--- src/rtl/fetch_stage.sv ---
// fetch_stage: instruction-fetch stage and IF/ID pipeline register.
//
// Owns the PC and issues requests to a variable-latency instruction memory.
// A fetched word goes straight into IF/ID unless decode is stalled. In that
// case it is parked in a one-entry skid buffer and no further request is
// issued until the stall clears. Redirects take priority over stall. They
// flush IF/ID to a bubble and drop the skid buffer. If the redirect arrives
// while a request is still waiting on memory, that request's response is
// squashed, and the new target is fetched once the response has come back.
//
// Optional feature: define FETCH_PERF_EN to add three 16-bit saturating
// performance counters (perf_fetched, perf_stall_cycles, perf_flushes).
//
// Ports:
//   clk, rst                  clock, synchronous active-high reset
//   stall                     hazard-detector stall (hold PC and IF/ID)
//   branchTaken, pcSel        redirect request and target select
//                             (00 seq, 01 branch, 10 jump, 11 return)
//   branchTarget, jumpTarget, retTarget
//                             redirect targets
//   imem_req, imem_addr       fetch request and address
//   imem_rdata, imem_ready    response word and completion strobe
//   IF_ID_Inst, IF_ID_PC      instruction and its PC presented to decode
//   IF_ID_valid               IF_ID_Inst is a real fetched instruction
//   perf_*                    (FETCH_PERF_EN only) event counters
module fetch_stage #(
    parameter int unsigned         PC_WIDTH = 16,
    parameter logic [PC_WIDTH-1:0] RESET_PC = '0,
    parameter logic [15:0]         NOP_INST = 16'h0000
) (
    input  logic                clk,
    input  logic                rst,
    input  logic                stall,
    input  logic                branchTaken,
    input  logic [1:0]          pcSel,
    input  logic [PC_WIDTH-1:0] branchTarget,
    input  logic [PC_WIDTH-1:0] jumpTarget,
    input  logic [PC_WIDTH-1:0] retTarget,
    output logic                imem_req,
    output logic [PC_WIDTH-1:0] imem_addr,
    input  logic [15:0]         imem_rdata,
    input  logic                imem_ready,
    output logic [15:0]         IF_ID_Inst,
    output logic [PC_WIDTH-1:0] IF_ID_PC,
    output logic                IF_ID_valid
`ifdef FETCH_PERF_EN
    ,
    output logic [15:0]         perf_fetched,
    output logic [15:0]         perf_stall_cycles,
    output logic [15:0]         perf_flushes
`endif
);

    typedef enum logic [1:0] {StBoot, StReq, StHold} state_e;

    state_e              state_q, state_d;
    logic [PC_WIDTH-1:0] pc_q, pc_d;
    logic                squash_q, squash_d;
    logic [PC_WIDTH-1:0] squash_addr_q, squash_addr_d;
    logic [15:0]         skid_inst_q, skid_inst_d;
    logic [PC_WIDTH-1:0] skid_pc_q, skid_pc_d;
    logic [15:0]         inst_q, inst_d;
    logic [PC_WIDTH-1:0] ifid_pc_q, ifid_pc_d;
    logic                valid_q, valid_d;

    logic                fetching;
    logic                accept;
    logic                redirect;
    logic [PC_WIDTH-1:0] target;

    assign fetching = (state_q == StReq);
    assign accept   = fetching && imem_ready;
    // pcSel=00 with branchTaken is not a redirect.
    assign redirect = branchTaken && (pcSel != 2'b00);

    always_comb begin
        case (pcSel)
            2'b01:   target = branchTarget;
            2'b10:   target = jumpTarget;
            2'b11:   target = retTarget;
            default: target = pc_q;
        endcase
    end

    // State register
    always_ff @(posedge clk) begin
        if (rst) begin
            state_q       <= StBoot;
            pc_q          <= RESET_PC;
            squash_q      <= 1'b0;
            squash_addr_q <= RESET_PC;
            skid_inst_q   <= NOP_INST;
            skid_pc_q     <= '0;
            inst_q        <= NOP_INST;
            ifid_pc_q     <= '0;
            valid_q       <= 1'b0;
        end else begin
            state_q       <= state_d;
            pc_q          <= pc_d;
            squash_q      <= squash_d;
            squash_addr_q <= squash_addr_d;
            skid_inst_q   <= skid_inst_d;
            skid_pc_q     <= skid_pc_d;
            inst_q        <= inst_d;
            ifid_pc_q     <= ifid_pc_d;
            valid_q       <= valid_d;
        end
    end

    // Next-state logic
    always_comb begin
        state_d       = state_q;
        pc_d          = pc_q;
        squash_d      = squash_q;
        squash_addr_d = squash_addr_q;
        skid_inst_d   = skid_inst_q;
        skid_pc_d     = skid_pc_q;
        inst_d        = inst_q;
        ifid_pc_d     = ifid_pc_q;
        valid_d       = valid_q;

        if (redirect) begin
            state_d = StReq;
            pc_d    = target;
            inst_d  = NOP_INST;
            valid_d = 1'b0;
            if (fetching && !imem_ready) begin
                // Keep the in-flight address on the bus until memory answers.
                squash_d = 1'b1;
                if (!squash_q) begin
                    squash_addr_d = pc_q;
                end
            end else begin
                squash_d = 1'b0;
            end
        end else begin
            case (state_q)
                StBoot: state_d = StReq;
                StReq: begin
                    if (accept && !squash_q) begin
                        pc_d = pc_q + PC_WIDTH'(1);
                        if (stall) begin
                            skid_inst_d = imem_rdata;
                            skid_pc_d   = pc_q;
                            state_d     = StHold;
                        end else begin
                            inst_d    = imem_rdata;
                            ifid_pc_d = pc_q;
                            valid_d   = 1'b1;
                        end
                    end else begin
                        if (accept) begin
                            squash_d = 1'b0;
                        end
                        if (!stall) begin
                            inst_d  = NOP_INST;
                            valid_d = 1'b0;
                        end
                    end
                end
                StHold: begin
                    if (!stall) begin
                        inst_d    = skid_inst_q;
                        ifid_pc_d = skid_pc_q;
                        valid_d   = 1'b1;
                        state_d   = StReq;
                    end
                end
                default: state_d = StBoot;
            endcase
        end
    end

    // Outputs
    always_comb begin
        imem_req    = fetching;
        imem_addr   = squash_q ? squash_addr_q : pc_q;
        IF_ID_Inst  = inst_q;
        IF_ID_PC    = ifid_pc_q;
        IF_ID_valid = valid_q;
    end

`ifdef FETCH_PERF_EN
    always_ff @(posedge clk) begin
        if (rst) begin
            perf_fetched      <= '0;
            perf_stall_cycles <= '0;
            perf_flushes      <= '0;
        end else begin
            // Count only responses that are kept, not squashed or flushed ones.
            if (accept && !squash_q && !redirect && perf_fetched != 16'hFFFF) begin
                perf_fetched <= perf_fetched + 16'd1;
            end
            if (stall && perf_stall_cycles != 16'hFFFF) begin
                perf_stall_cycles <= perf_stall_cycles + 16'd1;
            end
            if (redirect && perf_flushes != 16'hFFFF) begin
                perf_flushes <= perf_flushes + 16'd1;
            end
        end
    end
`endif

endmodule

--- config.mk ---
export PLATFORM = sky130hd
export DESIGN_NAME = fetch_stage
export DESIGN_NICKNAME = d
export VERILOG_FILES = /design/src/rtl/fetch_stage.sv
export SDC_FILE = /design/constraint.sdc
export NUM_CORES = 1
export LEC_CHECK = 0
export CAP_MARGIN = 15
export CORE_MARGIN = 2
export CORE_UTILIZATION = 50
export DETAILED_ROUTE_END_ITERATION = 8
export PLACE_DENSITY = 0.81
export SETUP_SLACK_MARGIN = 0.1
export SLEW_MARGIN = 20
export SYNTH_ARGS = -nofsm -noshare
export SYNTH_HDL_FRONTEND = slang
export SYNTH_SLANG_ARGS = --single-unit
export TNS_END_PERCENT = 30
--- constraint.sdc ---
create_clock -name clk -period 2.32 [get_ports clk]
set_clock_uncertainty 0.2 [all_clocks]
set_input_delay 0.464 -clock clk [delete_from_list [all_inputs] [get_ports clk]]
set_output_delay 0.464 -clock clk [all_outputs]
set_load 0.005 [all_outputs]
# After elaboration in Yosys (flattened, before gate mapping)
# Cells that the tools add are included.
# totals
word_cells	77
inputBits	71
out_inout_bits	50
regBits	100
# classes
n_reduce_logical	22
n_bitwise	1
addsub	1
n_mux	28
n_eq_ne	15
# ops
operator	n
$mux 16	11
$pmux 16 s2	2
$pmux 16 s3	1
$add 16x1->16 const B	1
$reduce_and 3->1	5
$reduce_bool 2->1	5
$mux 1	9
$ne 2x2->1 const B	4
$eq 2x2->1 const B	3
$mux 2	3
$ne 3x2->1 const B	2
$pmux 2 s3	1
$reduce_and 5->1	1
$eq 2x1->1 const B	2
$logic_and 1x1->1	4
$ne 4x1->1 const B	1
$reduce_and 2->1	2
$reduce_and 4->1	1
$ne 3x1->1 const B	1
$ne 3x3->1 const B	1
$logic_not 1->1	2
$logic_not 2->1	1
$ne 2x1->1 const B	1
$pmux 1 s2	1
2 further kinds	2

# Longest topological paths before layout
# logic_depth
depth_word	6
depth_mapped	9

# Least setup slack after synthesis
# No wires, ideal clock.
# synth_timing
kind	input-to-reg
startpoint	in pcSel[0]
endpoint	reg squash_addr_q[10]
t_arrival_ns	1.815
path_buffers	3
setup_ns	0.128
stages	9
setup_slack_ns	0.178
cell_sequence	inv_1 ha_1 nand2b_4 buf_2 nor3b_1 buf_4 buf_4 mux2i_1 nor2_1
# synth_via
elab_chain_cells	3
# synth_lines
element	line	source
start: declaration	35	input logic [1:0] pcSel,
$reduce_bool 2->1	74	assign redirect = branchTaken && (pcSel != 2'b00);
$logic_and 1x1->1	74	
$reduce_and 2->1 (no line)	-	
end signal: assignment	101	squash_addr_q <= squash_addr_d;
end: declaration	59	logic [PC_WIDTH-1:0] squash_addr_q, squash_addr_d;
# Every way passes these cells.
# A chain may end at the register's enable or synchronous reset.

# Worst setup path in the final report
# layout_timing
startpoint	reg squash_q
endpoint	out imem_addr[3]
# layout_via
elab_chain_cells	1
# layout_lines
element	line	source
start: declaration	58	logic squash_q, squash_d;
start signal: assignment	100	squash_q <= squash_d;
$mux 16	-	
end: declaration	40	output logic [PC_WIDTH-1:0] imem_addr,
# Every way passes these cells.

==> results.txt <==
core area - 9730 µm²
Hold/Removal Path Class - in -> reg
first-pass GRT wire length - 23.6 mm
fill cell count - 760
Hold Crit Start - rst
Mapped Nets - 673
die area - 10800 µm²
Final setup viols - 0
critical path startpoint - squash_q
vias post-DR - 4996
CTS clk-pin slew, worst paths - 120 ps
DR vias/cell - 5.80
CTS Buf Count - 9
top cells by area, synth - dfxtp_1 40%, mux2i_1 6.6%, nand2_1 6.2%, a21oi_1 5.6%, a211oi_1 5.4%
measured slew at the worst slew-check pin - 447 ps
minimum clock period - 2240 ps
P per Cell Area - 574 nW/µm²
Worst VDD drop - 0.359 mV
setup ws final - 81.0 ps
largest net degree at the start of global routing - 41
CTS tree - yes
Hold Vio Cnt, Final - 0
initial antenna violation count - 0
Port Buffers - 120
worst reg2reg path startpoint - squash_q
final non-filler cell total - 861
crit path DAT - 1570 ps
M1 WL - 5.91 mm
max-slew violation count - 0
max frequency - 447 MHz
Root Buffer - clkbuf_8
grt ovf - 0
RSZ-0062 raised after global routing - yes
Area Overhead vs Synth - 38.8%
Routed WL per cell - 16.4 µm
Slew HR - 69.9%
Post-DRT Antenna Nets - 0
ant diodes - 0
final weighted congestion in routability-driven placement - 0.874
Crit. End Element - output pin
nets@finish - 803
area leader, netlist - dfxtp_1
Syn. warnings - 0
GRT Total Usage - 26.2%
share of the synthesized area in the top cell type - 40.1%
CP required - 1660 ps
Post-Place Cells - 840
Iteration-0 DRC Markers - 314
Post-DP HPWL - 10.0 mm
Mapped Area - 5000 µm²
register area share after synthesis - 40.1%
DR top layer - met4
layout cell share with drive strength beyond 1 - 17.3%
async set-reset flop share out of synthesis - 0%
DRC errors left - 0
Die W - 104 µm
IO Pins - 121
DR WL met3 - 832 µm
Post-synth top cells - 100 x dfxtp_1, 82 x nand2_1, 62 x nor2_1
vias in the first global route - 4800
hold_buf cts - 0
Clock Latency Late Sink - 370 ps
P_leak - 2.46 nW
most frequent cell after synthesis - dfxtp_1
synthesis-stage register bit count - 100
part of the cycle the worst path needs - 96.5%
final wirelength - 14.1 mm
Synth Instances - 593
Starting Density - 51.4%
metal2 WL - 6.95 mm
FP Rows - 36
Startpoint Class - flop
Post-synth EDFFs - 0
maximum fanout along the worst path - 6
WS Path Type - reg -> out
max-cap violation count - 0
status - finished, final reports clean
Synth Area per Inst - 8.43 µm²
TritonCTS sink count - 100
htree depth - 3
Pre-Repair DR Iteration Count - 5
Yosys cell types - 52
clock tree buffer depth - 2
die height - 104 µm
Synth Flop Type - dfxtp_1
dpl ws - -379 ps
## layer usage
metal / vias up / GRT usage (%)
met1: 2361 / 31.8
met3: 43 / 5.70
met4: 0 / 10.6
met5: - / 0
li1: 2402 / -
met2: 190 / 45.1
## critical path, stage by stage (launching register included)
cell           delay (ps)
dfxtp_4               380
buf_12                110
buf_16                110
mux2_2                340
dlygate4sd2_1         260
## layout by cell type (no fill, tap or decap), drive strengths merged, types with 3 or more instances in the layout
cell           instances
nand3                 11
mux2                  18
dfxtp                100
nor4                   7
a21o                   3
nor3                   9
clkdlybuf4s15          3
inv                   11
nor2                  63
a211oi                36
a41oi                  3
clkbuf                14
mux2i                 33
a2111oi                3
a22o                   4
a21oi                 56
buf                   58
o211ai                 4
a22oi                 29
nand2                 82
or3b                   9
and3                   3
nand2b                 4
nand4                  3
ha                     9
dlygate4sd2            4
clkdlybuf4s50        102
o21ai                 14
a31oi                  5
## through the flow
step	hold slack [ps]	cell area, µm²	total power, mW	TNS, ps	utilization, %
CTS	197	6930	3.99	-19.3	71.2
global route	237	6940	4.16	0	71.3
floorplan	236	5000	2.37	0	-
finish	221	6940	3.99	0	71.3
detailed placement	247	6620	2.88	-23710	68.0
global placement	242	6620	2.86	-18400	68.0
## flip-flops by register name, summed over array words and instances, names as in the netlist
register / flops
state_q: 2
IF_ID_valid: 1
IF_ID_PC: 16
skid_pc_q: 16
skid_inst_q: 16
squash_addr_q: 16
pc_q: 16
IF_ID_Inst: 16
squash_q: 1
## layout make-up
type	instances	area (µm²)	share of cell area [%]
Clock inverter	7	68.8	0.992
Timing Repair Buffer	172	1720	24.8
Multi-Input combinational cell	433	2830	40.7
Sequential cell	100	2010	28.9
Inverter	7	26.3	0.379
Tap cell	133	166	2.40
Clock buffer	9	124	1.79
## cell families (layout without fill, tap and decap cells)
kind of cell / count (synthesis) / in the layout / share of synthesized area, %
fa+ha+maj: 9 / 9 / 2.25
flops: 100 / 100 / 40.1
mux: 51 / 51 / 10.7
compound gates: 166 / 166 / 22.0
simple gates: 207 / 207 / 19.7
buf+inv: 60 / 195 / 5.41
## path summary, 6_finish.rpt
kind,to,slack [ps],depth (start not counted)
setup / recovery,imem_addr[3],80,4
hold / removal,squash_q,220,2
setup reg to reg,pc_q[10],140,7
hold reg to reg,skid_pc_q[3],260,2
## where the power goes
part           switching, mW  internal, mW
combinational          0.461         0.549
clock                  0.674         0.418
sequential            0.0711          1.81
## repair_timing
item	4_1_cts	5_1_grt
pin swaps	1	0
hold endpoints to repair	0	0
resized for setup	50	28
setup endpoints to repair	48	26
setup buffers	2	2
cloned	2	0
No activity file was read; power rests on OpenSTA's default activity.
